**src/rtl/mem_burst_ctrl_pkg.sv**
```systemverilog
// Shared types and default sizes for the burst memory controller.
package mem_pkg;

    localparam int DEF_ADDR_W = 5;
    localparam int DEF_DATA_W = 8;
    localparam int DEF_LEN_W  = 2;

    typedef enum logic [1:0] {
        IDLE  = 2'd0,
        WRITE = 2'd1,
        READ  = 2'd2
    } state_e;

    // Request descriptor at the default sizes; used by benches to build stimulus.
    typedef struct packed {
        logic                  write;
        logic [DEF_ADDR_W-1:0] addr;
        logic [DEF_LEN_W-1:0]  len;
    } req_t;

endpackage

```
**src/rtl/mem_burst_ctrl_if.sv**
```systemverilog
// Request / write-beat / read-beat channels of the burst memory controller.
interface mem_burst_ctrl_if
    import mem_pkg::*;
#(
    parameter int ADDR_W = DEF_ADDR_W,
    parameter int DATA_W = DEF_DATA_W,
    parameter int LEN_W  = DEF_LEN_W
) ();

    logic              req_valid;
    logic              req_ready;
    logic              req_write;
    logic [ADDR_W-1:0] req_addr;
    logic [LEN_W-1:0]  req_len;

    logic              wr_valid;
    logic              wr_ready;
    logic [DATA_W-1:0] wr_data;

    logic              rd_valid;
    logic              rd_ready;
    logic [DATA_W-1:0] rd_data;
    logic              rd_last;

    logic              busy;

    modport master (
        output req_valid, req_write, req_addr, req_len, wr_valid, wr_data, rd_ready,
        input  req_ready, wr_ready, rd_valid, rd_data, rd_last, busy
    );

    modport slave (
        input  req_valid, req_write, req_addr, req_len, wr_valid, wr_data, rd_ready,
        output req_ready, wr_ready, rd_valid, rd_data, rd_last, busy
    );

endinterface

```
**src/rtl/mem_burst_ctrl_array.sv**
```systemverilog
// Storage: synchronous write port, combinational read port, no reset.
module mem_array #(
    parameter int ADDR_W = 5,
    parameter int DATA_W = 8
) (
    input  logic              clk,
    input  logic              we,
    input  logic [ADDR_W-1:0] waddr,
    input  logic [DATA_W-1:0] wdata,
    input  logic [ADDR_W-1:0] raddr,
    output logic [DATA_W-1:0] rdata
);

    logic [DATA_W-1:0] mem [2**ADDR_W];

    // Write port; contents deliberately survive reset.
    always_ff @(posedge clk) begin
        if (we) mem[waddr] <= wdata;
    end

    assign rdata = mem[raddr];

endmodule

```
**src/rtl/mem_burst_ctrl.sv**
```systemverilog
// Burst controller: accepts one request at a time, then streams write or
// read beats at incrementing (wrapping) addresses, one per clock.
module mem_burst_ctrl
    import mem_pkg::*;
#(
    parameter int ADDR_W = DEF_ADDR_W,
    parameter int DATA_W = DEF_DATA_W,
    parameter int LEN_W  = DEF_LEN_W
) (
    input  logic             clk,
    input  logic             rst_n,
    mem_burst_ctrl_if.slave  bus
);

    localparam logic [1:0] ST_IDLE  = IDLE;
    localparam logic [1:0] ST_WRITE = WRITE;
    localparam logic [1:0] ST_READ  = READ;

    logic [1:0]        state;
    logic [ADDR_W-1:0] cur_addr;
    logic [LEN_W-1:0]  beat_cnt;
    logic [DATA_W-1:0] rdata;

    logic in_write, in_read, in_idle;
    logic req_fire, wr_fire, rd_fire, last_beat;

    // Any encoding other than WRITE/READ behaves as IDLE.
    assign in_write  = (state == ST_WRITE);
    assign in_read   = (state == ST_READ);
    assign in_idle   = !in_write && !in_read;

    assign req_fire  = in_idle  && bus.req_valid;
    assign wr_fire   = in_write && bus.wr_valid;
    assign rd_fire   = in_read  && bus.rd_ready;
    assign last_beat = (beat_cnt == '0);

    assign bus.req_ready = in_idle;
    assign bus.wr_ready  = in_write;
    assign bus.rd_valid  = in_read;
    assign bus.rd_last   = in_read && last_beat;
    // Memory is not reset, so mask read data outside READ.
    assign bus.rd_data   = in_read ? rdata : '0;
    assign bus.busy      = !in_idle;

    // FSM, address pointer and remaining-beat counter.
    always_ff @(posedge clk) begin
        if (!rst_n) begin
            state    <= ST_IDLE;
            cur_addr <= '0;
            beat_cnt <= '0;
        end else if (req_fire) begin
            cur_addr <= bus.req_addr;
            beat_cnt <= bus.req_len;
            state    <= bus.req_write ? ST_WRITE : ST_READ;
        end else if (wr_fire || rd_fire) begin
            cur_addr <= cur_addr + ADDR_W'(1);
            if (last_beat) state    <= ST_IDLE;
            else           beat_cnt <= beat_cnt - LEN_W'(1);
        end else if (in_idle) begin
            state <= ST_IDLE;
        end
    end

    // A beat presented in the same cycle as reset is dropped.
    mem_array #(.ADDR_W(ADDR_W), .DATA_W(DATA_W)) u_mem (
        .clk   (clk),
        .we    (wr_fire && rst_n),
        .waddr (cur_addr),
        .wdata (bus.wr_data),
        .raddr (cur_addr),
        .rdata (rdata)
    );

endmodule
```
**src/flat_wrapper.sv**
```systemverilog
// flat-port wrapper written by rule: the top's interface ports become plain ports
module mem_burst_ctrl_flat import mem_pkg::*;
#(
    parameter int ADDR_W = DEF_ADDR_W,
    parameter int DATA_W = DEF_DATA_W,
    parameter int LEN_W  = DEF_LEN_W
)
  (clk, rst_n, bus_req_valid, bus_req_write, bus_req_addr, bus_req_len, bus_wr_valid, bus_wr_data, bus_rd_ready, bus_req_ready, bus_wr_ready, bus_rd_valid, bus_rd_data, bus_rd_last, bus_busy);
  mem_burst_ctrl_if #(.ADDR_W(ADDR_W), .DATA_W(DATA_W), .LEN_W(LEN_W)) bus_i ();
  input  logic clk;
  input  logic rst_n;
  input wire logic [$bits(bus_i.req_valid)-1:0] bus_req_valid;
  input wire logic [$bits(bus_i.req_write)-1:0] bus_req_write;
  input wire logic [$bits(bus_i.req_addr)-1:0] bus_req_addr;
  input wire logic [$bits(bus_i.req_len)-1:0] bus_req_len;
  input wire logic [$bits(bus_i.wr_valid)-1:0] bus_wr_valid;
  input wire logic [$bits(bus_i.wr_data)-1:0] bus_wr_data;
  input wire logic [$bits(bus_i.rd_ready)-1:0] bus_rd_ready;
  output wire logic [$bits(bus_i.req_ready)-1:0] bus_req_ready;
  output wire logic [$bits(bus_i.wr_ready)-1:0] bus_wr_ready;
  output wire logic [$bits(bus_i.rd_valid)-1:0] bus_rd_valid;
  output wire logic [$bits(bus_i.rd_data)-1:0] bus_rd_data;
  output wire logic [$bits(bus_i.rd_last)-1:0] bus_rd_last;
  output wire logic [$bits(bus_i.busy)-1:0] bus_busy;
  assign bus_i.req_valid = bus_req_valid;
  assign bus_i.req_write = bus_req_write;
  assign bus_i.req_addr = bus_req_addr;
  assign bus_i.req_len = bus_req_len;
  assign bus_i.wr_valid = bus_wr_valid;
  assign bus_i.wr_data = bus_wr_data;
  assign bus_i.rd_ready = bus_rd_ready;
  assign bus_req_ready = bus_i.req_ready;
  assign bus_wr_ready = bus_i.wr_ready;
  assign bus_rd_valid = bus_i.rd_valid;
  assign bus_rd_data = bus_i.rd_data;
  assign bus_rd_last = bus_i.rd_last;
  assign bus_busy = bus_i.busy;
  mem_burst_ctrl #(.ADDR_W(ADDR_W), .DATA_W(DATA_W), .LEN_W(LEN_W)) u_core (.clk(clk), .rst_n(rst_n), .bus(bus_i));
endmodule
```
**config.mk**
```make
export PLATFORM = sky130hd
export DESIGN_NAME = mem_burst_ctrl_flat
export DESIGN_NICKNAME = d
export VERILOG_FILES = /design/src/rtl/mem_burst_ctrl_pkg.sv /design/src/rtl/mem_burst_ctrl_if.sv /design/src/rtl/mem_burst_ctrl_array.sv /design/src/rtl/mem_burst_ctrl.sv /design/src/flat_wrapper.sv
export SDC_FILE = /design/constraint.sdc
export NUM_CORES = 1
export LEC_CHECK = 0
export CORE_MARGIN = 2
export CORE_UTILIZATION = 60
export CTS_CLUSTER_DIAMETER = 200
export DETAILED_ROUTE_END_ITERATION = 6
export GPL_ROUTABILITY_DRIVEN = 0
export PLACE_DENSITY = 0.84
export SETUP_SLACK_MARGIN = 0.02
export SYNTH_ARGS = -nofsm -noshare
export SYNTH_HDL_FRONTEND = slang
export SYNTH_SLANG_ARGS = --single-unit
```
**constraint.sdc**
```tcl
create_clock -name clk -period 6.4 [get_ports clk]
set_clock_uncertainty 0.2 [all_clocks]
set_input_delay 1.28 -clock clk [delete_from_list [all_inputs] [get_ports clk]]
set_output_delay 1.28 -clock clk [all_outputs]
set_load 0.005 [all_outputs]
```
=== After elaboration in Yosys (flattened, before gate mapping) ===
Memory sizes are Yosys's and may differ from the RTL's. A register that Yosys moved wholly into a read port is not among the register bits.
Cells that the tools add are included.

* Output and inout bits: 13
* Flip-flop bits (word level): 9
* Memories kept: 1
* Bits of input ports: 21
* Logic and storage cells: 40
* Memory bits (writable): 256

{| class="wikitable"
|+ Memory list
! name !! words !! width !! read ports !! clocked after Yosys merged registers in !! wr ports !! RTL line !! source
|-
| u_core.u_mem.mem || 32 || 8 || 1 || 1 || 1 || mem_burst_ctrl_array.sv:14 || <nowiki>logic [DATA_W-1:0] mem [2**ADDR_W];</nowiki>
|}

* Add/sub/neg operators: 2
* Equal/unequal tests: 4
* Mux-type cells: 15
* Reductions and logical operators: 15

{| class="wikitable"
|+ Operator list
! operator !! number
|-
| 2-to-1 mux 5 bit || 4
|-
| 2-to-1 mux 2 bit || 8
|-
| 2-to-1 mux 8 bit || 1
|-
| logical AND 1 bit || 6
|-
| adder 5 x 1 -> 5 bit (second input constant) || 1
|-
| AND reduction 2 bit || 2
|-
| logical NOT 1 bit || 3
|-
| != test 3 x 1 -> 1 bit (second input constant) || 1
|-
| nonzero test 3 bit || 1
|-
| equality test 2 x 1 -> 1 bit (second input constant) || 1
|-
| equality test 2 bit (second input constant) || 1
|-
| logical NOT 2 bit || 1
|-
| 2-to-1 mux 1 bit || 2
|-
| != test 2 x 1 -> 1 bit (second input constant) || 1
|-
| nonzero test 2 bit || 1
|-
| subtractor 2 x 1 -> 2 bit (second input constant) || 1
|-
| logical OR 1 bit || 1
|}

=== Logic depth before layout (Yosys ltp) ===
* Word-level depth: 7
* Mapped depth: 7
* Gate-level depth less buffers: 6

=== Cells and area by module ===
A second synthesis with hierarchy kept.

* Cells, all modules: 484
* Area total of the unflattened synthesis: 10516.3 um^2

{| class="wikitable"
|+ Modules (own cells, without submodules)
! module !! cells each !! area each (um^2) !! instances !! sequential area each (um^2)
|-
| mem_array || 409 || 9893.2 || 1 || 7687.4
|-
| mem_burst_ctrl || 75 || 623.1 || 1 || 180.2
|}

=== Worst setup path after synthesis ===
No wires, ideal clock.

* Path kind: flip-flop to output port
* From: register with a tool-made name
* To: output bus_rd_data[1]
* Required time: 4.920 ns
* Stages on the path, launching flop included: 7
* Buffers on the path: 2
* Arrival time: 1.617 ns
* Path slack: 3.303 ns
* Path through: dfxtp_1 -> buf_6 -> buf_6 -> mux4_2 -> mux2_2 -> o221ai_1 -> a31oi_1

{| class="wikitable"
|+ RTL lines
! what !! RTL line !! source
|-
| to (decl) || flat_wrapper.sv:22 || <nowiki>output wire logic [$bits(bus_i.rd_data)-1:0] bus_rd_data;</nowiki>
|}

==> results.sh <==
export IMPL_first_iter_violations=695
export IMPL_cts_sinks=270
export IMPL_fmax_mhz=196.6
export IMPL_design_die_area_um2=18910
export IMPL_synth_ff_type="edfxtp_1"
export IMPL_hold_viol=0
export IMPL_post_route_drc_count=0
export IMPL_synth_seq_cells=270
export IMPL_setup_viol=0
export IMPL_avgSynthCellArea_um2=20.15
export IMPL_clock_root_buffer="clkbuf_16"
export IMPL_start_util=0.6163
export IMPL_syn_area_um2=10700
export IMPL_cp_slowest_stage_delay_ns=1.11
export IMPL_post_route_period_util=0.7949
export IMPL_cp_start_kind="flip-flop"
export IMPL_p_per_area_nw_per_um2=315.4
export IMPL_cts_tree="done"
export IMPL_synth_seq_area_share=0.7448
export IMPL_viasPerCell=6.677
export IMPL_cp_cell_sequence="buf_4, mux4_2, mux2_2, o221ai_1, a31oi_1, clkdlybuf4s50_1"
export IMPL_core_um2=17360
export IMPL_endpoint_kind="primary output"
export IMPL_final_common_cell="edfxtp_1"
export IMPL_setup_tns_ns=0
export IMPL_cts_resized=0
export IMPL_grt_first_pass_wirelength_um=33950
export IMPL_maxCapViolCount=0
export IMPL_rsz0062_at_grt="no"
export IMPL_numPortBuffers=33
export IMPL_htree_levels=1
export IMPL_final_util=0.6933
export IMPL_clock_path_buffers=3
export IMPL_insertion_delay_ns=0.52
export IMPL_wl_per_cell_um=27.90
export IMPL_ys_types=35
export IMPL_drive_gt1_frac=0.2300
export IMPL_cts_buffers=26
export IMPL_nNetsFinal=597
export IMPL_final_max_slew_viol_count=0
export IMPL_antenna_found_initial=0
export IMPL_ys_warnings_count=0
export IMPL_die_width_um=137.5
export IMPL_dr_pass1_iters=5
export IMPL_antenna_left=0
export IMPL_synthToLayoutAreaGrowth_pct=12.48
export IMPL_postCtsHoldBufs=0
export IMPL_grt_max_degree=57
export IMPL_syn_nets=560
export IMPL_irDropWorstVdd_mv=0.2718
export IMPL_num_vias=5422
export IMPL_die_y_um=137.5
export IMPL_fillCellCount=965
export IMPL_grt_overflow=0
export IMPL_cts_setup_buffers=0
export IMPL_timing_worst_setup_path_type="reg -> out"
export IMPL_ios=34
export IMPL_routed_wl_um=22650
export IMPL_first_global_vias=5552
export IMPL_cts_clk_slew_worst_paths_ns=0.07
export IMPL_final_cell_mix="256 x edfxtp_1, 64 x mux4_2, 44 x nor2_1"
export IMPL_synth_edff_count=256
export IMPL_p_leak_nw=3.676
export IMPL_antenna_diode_count=0
export IMPL_finalCriticalPeriod_ns=5.087
export IMPL_required_ns=4.92
export IMPL_synthCells=531
export IMPL_seq_area_um2=7974
export IMPL_dp_hpwl_um=13430
export IMPL_cp_top_family="flip-flops"
export IMPL_worst_path_buf_inv=2
export IMPL_multi_input_area_um2=2531
export IMPL_relSlewSlack=0.1571
export IMPL_hold_path_class="reg -> reg"
export IMPL_ys_async_sr_fraction=0
export IMPL_num_rows=48
export IMPL_slowest_stage="dfxtp_2"
export IMPL_track_usage=0.2540
export IMPL_status="finished, final reports clean"
export IMPL_crit_path_max_fanout=43
export IMPL_tightest_slew_ns=1.260
export IMPL_worstPathArrival_ns=3.61
[worst paths after layout]
path	startpoint	endpoint	slack, ns	cells after the start
setup / recovery	flip-flop	bus_rd_data[7]	1.31	6
hold / removal	u_core.state[0]	u_core.state[0]	0.36	2
setup reg to reg	u_core.state[1]	u_core.u_mem.mem[5][2]	3.78	5
hold reg to reg	u_core.state[0]	u_core.state[0]	0.36	2
[metal layers]
layer  vias to the layer above  share of wire  global-route usage
met5                         -              0                   0
met4                         0          0.042             0.09679
met3                        57          0.080             0.04452
met2                       355           0.50              0.4290
met1                      2757           0.37              0.3346
li1                       2253              -                   -
[through the flow]
step	worst slack, ns	total power, W	hold slack, ns	cells	cell area [um^2]
floorplan	3.303	0.002175	0.2651	531	10700
global placement	1.955	0.002262	0.2754	765	11170
detailed placement	1.881	0.002272	0.3345	765	11170
CTS	1.328	0.003795	0.3453	812	12040
global route	1.199	0.003882	0.3660	812	12030
finish	1.313	0.003796	0.3580	812	12030
[synthesized netlist by cell type (all sizes together), types with 9 or more instances]
library cell,instances,share of area
edfxtp,256,0.72
dfxtp,14,0.026
mux2,19,0.020
nand2,13,0.0046
clkbuf,10,0.0035
nor2,44,0.015
a22oi,9,0.0063
buf,17,0.012
mux4,64,0.13
a31oi,9,0.0053
[report_power, final]
part,leakage (nW),internal [W],switching (W)
Clock,0.419,0.000931,0.000626
Combinational,0.841,0.000129,0.000118
Sequential,2.42,0.00194,0.0000504
[tightest hold or removal path, delay by kind of cell, from the launching register on]
kind            cells  cell delay, ns
compound gates      1            0.09
flops               1            0.33
simple gates        1            0.09
[state kept, by name (all words and copies together) (netlist names), named ones only]
name	flops
u_core.beat_cnt	2
u_core.cur_addr	5
u_core.state	2
u_core.u_mem.mem	256
[layout make-up]
| type | count | area share |
|---|---|---|
| sequential | 270 | 0.6627 |
| multi-input combinational | 226 | 0.2104 |
| clock buffer | 33 | 0.05802 |
| timing repair buffer | 36 | 0.02891 |
| tap | 225 | 0.02340 |
| clock inverter | 14 | 0.01414 |
| inverter | 8 | 0.002496 |
[kinds of logic after synthesis]
logic type,Yosys count,share of synthesized area
DFF,270,0.7448
muxes,88,0.1594
and+or+nand+nor,83,0.03556
AOI/OAI and AO/OA,43,0.02901
buffers and inverters,35,0.01860
adders and majority gates,8,0.009357
xor gates and xnor gates,4,0.003275
Power figures use the tool's default switching activity.
